`config.mk`:
```
export PLATFORM = sky130hd
export DESIGN_NAME = call_station_arbiter
export DESIGN_NICKNAME = d
export VERILOG_FILES = /design/src/rtl/call_station_arbiter.sv
export SDC_FILE = /design/constraint.sdc
export NUM_CORES = 1
export LEC_CHECK = 0
export CAP_MARGIN = 30
export CORE_MARGIN = 2
export CORE_UTILIZATION = 42
export CTS_BUF_LIST = sky130_fd_sc_hd__clkbuf_4 sky130_fd_sc_hd__clkbuf_8
export CTS_CLUSTER_DIAMETER = 200
export DETAILED_ROUTE_END_ITERATION = 6
export PLACE_DENSITY_LB_ADDON = 0.08
export RECOVER_POWER = 25
export SLEW_MARGIN = 20
export SYNTH_ARGS = -nofsm -noshare
export SYNTH_HDL_FRONTEND = slang
export SYNTH_SLANG_ARGS = --single-unit
```
`constraint.sdc`:
```
create_clock -name clk -period 1.9 [get_ports clk]
set_input_delay 0.285 -clock clk [delete_from_list [all_inputs] [get_ports clk]]
set_output_delay 0.285 -clock clk [all_outputs]
set_load 0.005 [all_outputs]
```
`src/rtl/call_station_arbiter.sv`:
```
// call_station_arbiter: shares one attendant between N_STATIONS call buttons.
// Each station has a latched call light. A round-robin scheduler offers the
// pending lights to the attendant one at a time, then waits for ack and done.
// An offer left unanswered for TIMEOUT cycles pulses escalate, and keeps
// pulsing every TIMEOUT cycles until it is answered or withdrawn.
module call_station_arbiter #(
  parameter int N_STATIONS = 4,
  parameter int ID_W       = 2,
  parameter int TIMEOUT    = 16
) (
  input  logic                  clk,
  input  logic                  rst_n,
  input  logic [N_STATIONS-1:0] call,
  input  logic [N_STATIONS-1:0] cancel,
  input  logic                  ack,
  input  logic                  done,
  output logic [N_STATIONS-1:0] pending,
  output logic                  grant_valid,
  output logic [ID_W-1:0]       grant_id,
  output logic                  busy,
  output logic                  escalate
);

  localparam int CNT_W = $clog2(TIMEOUT);
  localparam logic [CNT_W-1:0] WAIT_LAST = CNT_W'(TIMEOUT - 1);

  typedef enum logic [1:0] {
    IDLE,
    OFFER,
    SERVE
  } state_t;

  state_t                  state;
  logic [ID_W-1:0]         last;
  logic [CNT_W-1:0]        wait_cnt;
  logic [N_STATIONS-1:0]   clr;
  logic [N_STATIONS-1:0]   pending_next;
  logic [ID_W-1:0]         next_id;
  logic                    next_found;
  int                      scan_idx;

  // Round-robin scan: first lit station after the last one served, wrapping.
  always_comb begin
    next_id    = '0;
    next_found = 1'b0;
    scan_idx   = 0;
    for (int k = 1; k <= N_STATIONS; k++) begin
      scan_idx = int'(last) + k;
      if (scan_idx >= N_STATIONS) begin
        scan_idx = scan_idx - N_STATIONS;
      end
      if (!next_found && pending[scan_idx]) begin
        next_found = 1'b1;
        next_id    = ID_W'(scan_idx);
      end
    end
  end

  // Light update: a fresh call wins over cancel and over completed service.
  always_comb begin
    clr = '0;
    for (int i = 0; i < N_STATIONS; i++) begin
      clr[i] = (state == SERVE) && done && (grant_id == ID_W'(i));
    end
    pending_next = call | (pending & ~cancel & ~clr);
  end

  // Call lights register.
  always_ff @(posedge clk or negedge rst_n) begin
    if (!rst_n) begin
      pending <= '0;
    end else begin
      pending <= pending_next;
    end
  end

  // Offer/serve scheduler with registered grant, busy and escalate outputs.
  always_ff @(posedge clk or negedge rst_n) begin
    if (!rst_n) begin
      state       <= IDLE;
      grant_valid <= 1'b0;
      grant_id    <= '0;
      busy        <= 1'b0;
      escalate    <= 1'b0;
      wait_cnt    <= '0;
      last        <= ID_W'(N_STATIONS - 1);
    end else begin
      escalate <= 1'b0;
      unique case (state)
        IDLE: begin
          if (next_found) begin
            grant_id    <= next_id;
            wait_cnt    <= '0;
            grant_valid <= 1'b1;
            state       <= OFFER;
          end
        end
        OFFER: begin
          if (!pending[grant_id]) begin
            grant_valid <= 1'b0;
            state       <= IDLE;
          end else if (ack) begin
            grant_valid <= 1'b0;
            busy        <= 1'b1;
            state       <= SERVE;
          end else if (wait_cnt == WAIT_LAST) begin
            wait_cnt <= '0;
            escalate <= 1'b1;
          end else begin
            wait_cnt <= wait_cnt + 1'b1;
          end
        end
        SERVE: begin
          if (done) begin
            last  <= grant_id;
            busy  <= 1'b0;
            state <= IDLE;
          end
        end
        default: begin
          grant_valid <= 1'b0;
          busy        <= 1'b0;
          state       <= IDLE;
        end
      endcase
    end
  end

endmodule

```
==> impl_metrics.py <==
metrics = {
    "timing": {
        "worst_pin_slew_ns": 0.8841,
        "hold_ws_ns": 0.4924,
        "period_needed_ns": 1.652,
        "fin_worst_skew_ns": 0.003575,
        "grt_setup_unrepaired": "no",
        "fin_crit_sh_pct": 86.93,
        "fin_tns_setup_ns": 0,
        "slew_headroom_pct": 41.06,
        "hold_viol": 0,
        "setup_violations": 0,
        "slew_violations": 0,
        "timing.fmax_ghz": 0.6055,
    },
    "pwr": {
        "switching_share_pct": 38.66,
        "p_per_area_nw_per_um2": 1232,
        "power.switching_uw": 562.4,
        "p_int_uw": 892.2,
        "power_frac_seq_pct": 44.0,
        "leakage_uw": 0.0005445,
        "peakVddDrop_uv": 791.7,
        "p_comb_share_pct": 42.3,
        "total_power_uw": 1455,
        "clock_power_share_pct": 13.7,
    },
    "worst_setup_path": {
        "worst-path-buf-inv": 1,
        "critPathLaunchType": "flop",
        "cp.required_ns": 1.62,
        "slowest_delay_ns": 0.56,
        "r2r-start": "grant_id[1]$_DFFE_PN0P_",
        "r2r_cells": 4,
        "worstSetupEndpointType": "output port",
        "cpMaxStageDelayCell": "clkdlybuf4s50_1",
        "arrival_ns": 1.37,
        "r2r_end": "wait_cnt[3]$_DFFE_PN0P_",
        "crit_path_max_fanout": 7,
        "crit_chain": "clkdlybuf4s50_1",
        "crit_family": "buffers and inverters",
        "rrSetupSlack_ns": 0.30,
        "critPathKind": "reg2out",
    },
    "place": {
        "place_area_sq_um": 1157,
        "gp_congestion": 0.7456,
        "io_buffers": 20,
        "post-dp-hpwl_um": 1456,
    },
    "detailed_routing": {
        "dr.max_layer_used": "met4",
        "wire_per_inst_um": 13.04,
        "wl_met2_um": 822,
        "dr.pass1.iters": 5,
        "met1Wirelength_um": 925,
        "antenna_left": 0,
        "drt_iter0_drc": 20,
        "vias": 788,
        "wl_met3_um": 122,
        "drt_wl_total_um": 1904,
        "vias_per_cell": 5.397,
        "route.detailed.drc": 0,
    },
    "clocking": {
        "cts_buffer_depth": 2,
        "cts_sinks": 17,
        "post_cts_buffers": 0,
        "cts.clk_slew.worst_paths_ns": 0.10,
        "cts_resized": 0,
        "root_buffer": "clkbuf_4",
        "clock_latency_ns": 0.30,
        "cts_buffers": 3,
        "cts_max_level": 1,
        "cts_tree": "done",
        "cts_hold_buffers": 0,
    },
    "logic_synthesis": {
        "yosysUniqueCellTypes": 37,
        "synth_cells": 93,
        "ys_ff_latch": 17,
        "syn_area_sq_um": 908.4,
        "ys.flop_type": "dfrtp_1",
        "yosysSeqAreaShare_pct": 47.11,
        "syn_area_per_cell_sq_um": 9.767,
        "yosysWarnings": 0,
        "syn_nets": 106,
        "synthArstFlopShare_pct": 100.0,
        "synth_edf_count": 0,
    },
    "hold_path": {
        "min_from": "busy$_DFFE_PN0P_",
        "hold_path.class": "reg2reg",
        "holdPathStages": 2,
        "whs_endpoint": "busy$_DFFE_PN0P_",
    },
    "floorplanning": {
        "io_pins": 21,
        "die_area_sq_um": 2551,
        "rows": 16,
        "core_area_sq_um": 2002,
        "die_h_um": 50.51,
        "fp.dieW_um": 50.51,
        "start_util_pct": 45.37,
    },
    "final_layout": {
        "final_core_util_pct": 59.00,
        "diodes": 0,
        "nNetsFinal": 133,
        "syn2layout_area_growth_pct": 30.03,
        "design_area_sq_um": 1181,
        "drive_above_1_share_pct": 11.76,
    },
    "run_status": {
        "status": "finished, final reports clean",
    },
    "grt": {
        "overflow": 0,
        "antenna_found_initial": 0,
        "grt_pass1_wl_um": 3263,
        "grt_max_degree": 18,
        "first_global_vias": 747,
        "grt_usage_pct": 17.17,
    },
    "flow_run": {
        "maxCapViolCount": 0,
    },
}
metrics by stage:
stage	std cells	setup slack [ns]
2_1_floorplan	93	0.4377
3_3_place_gp	142	0.1586
3_5_place_dp	142	0.1201
4_1_cts	146	0.2411
5_1_grt	146	0.1956
6_report	146	0.2484
power by group through the flow:
stage / Sequential, uW / Combinational (uW) / Clock, uW
after CTS: 639 / 621 / 207
after global routing: 663 / 692 / 227
final: 640 / 616 / 199
after detailed placement: 646 / 615 / 0
after floorplan: 604 / 420 / 0
after global placement: 640 / 604 / 0
cells in the mapped netlist, types with 2 or more instances:
cell type  instances  area share (%)
a21o_1             2             1.7
nor4_1             2             1.4
nor2_1             6             2.5
a31oi_1            3             2.1
nand3_1            4             2.2
dfstp_2            2             5.8
o311ai_0           2             1.9
mux2_4             2             3.3
nand2b_1           4             2.8
nor3_1             3             1.7
dfrtp_1           15              41
nand2_1            8             3.3
a21oi_1            2             1.1
o21ai_0            5             2.8
inv_1             11             4.5
final cells by class:
type | count | area, sq um
Sequential cell | 17 | 427.9
Clock buffer | 3 | 22.52
Tap cell | 27 | 33.78
Timing Repair Buffer | 23 | 219.0
Inverter | 11 | 41.29
Multi-Input combinational cell | 64 | 431.7
Clock inverter | 1 | 5.005
Fill cell | 174 | 820.8
routing by layer:
layer | vias to the layer above | GRT usage (%)
met1 | 369 | 23.56
li1 | 390 | -
met2 | 24 | 26.10
met3 | 5 | 4.167
met5 | - | 0
met4 | 0 | 6.757
cells by family (layout without fill, tap and decap cells):
family                   count (synthesis)  after routing  share of synthesized area [%]
buffers and inverters                   12             38                          5.372
adder cells (fa/ha/maj)                  1              1                          1.377
multiplexers                             4              4                          5.647
AO/OA/AOI/OAI                           25             25                          20.80
AND/OR/NAND/NOR                         34             34                          19.70
flip-flops                              17             17                          47.11
registers in the layout, summed over array words and instances (netlist names):
signal / cells
last: 2
grant_id: 2
escalate: 1
grant_valid: 1
state: 2
busy: 1
pending: 4
wait_cnt: 4
worst max path at each step:
stage / start / end / cells after the start
after floorplan: grant_id[1]$_DFFE_PN0P_ / wait_cnt[3]$_DFFE_PN0P_ / 4
after global placement: ack / wait_cnt[3]$_DFFE_PN0P_ / 5
after detailed placement: ack / wait_cnt[3]$_DFFE_PN0P_ / 5
after CTS: grant_id[1]$_DFFE_PN0P_ / grant_id[1] / 1
after global routing: pending[3]$_DFF_PN0_ / pending[3] / 2
final: grant_id[1]$_DFFE_PN0P_ / grant_id[1] / 1
cells in the final DEF, fill, tap and decap left out, types with 2 or more instances in the layout:
| cell type | Yosys | final |
|---|---|---|
| nor4_1 | 2 | 2 |
| nor2_1 | 6 | 6 |
| o311ai_0 | 2 | 2 |
| mux2_4 | 2 | 2 |
| nand2b_1 | 4 | 4 |
| nand3_1 | 4 | 4 |
| a21o_1 | 2 | 2 |
| buf_4 | 1 | 2 |
| a21oi_1 | 2 | 2 |
| inv_1 | 11 | 11 |
| clkbuf_4 | 0 | 3 |
| clkdlybuf4s50_1 | 0 | 19 |
| o21ai_0 | 5 | 5 |
| a31oi_1 | 3 | 3 |
| nand2_1 | 8 | 8 |
| dfrtp_1 | 15 | 15 |
| nor3_1 | 3 | 3 |
| dfstp_2 | 2 | 2 |
worst min-delay path, cell delays in order (launching register included):
cell	delay [ns]
dfrtp_1	0.36
nand2_1	0.05
o21ai_0	0.06
Note: power is estimated with default switching activity, not from simulation.
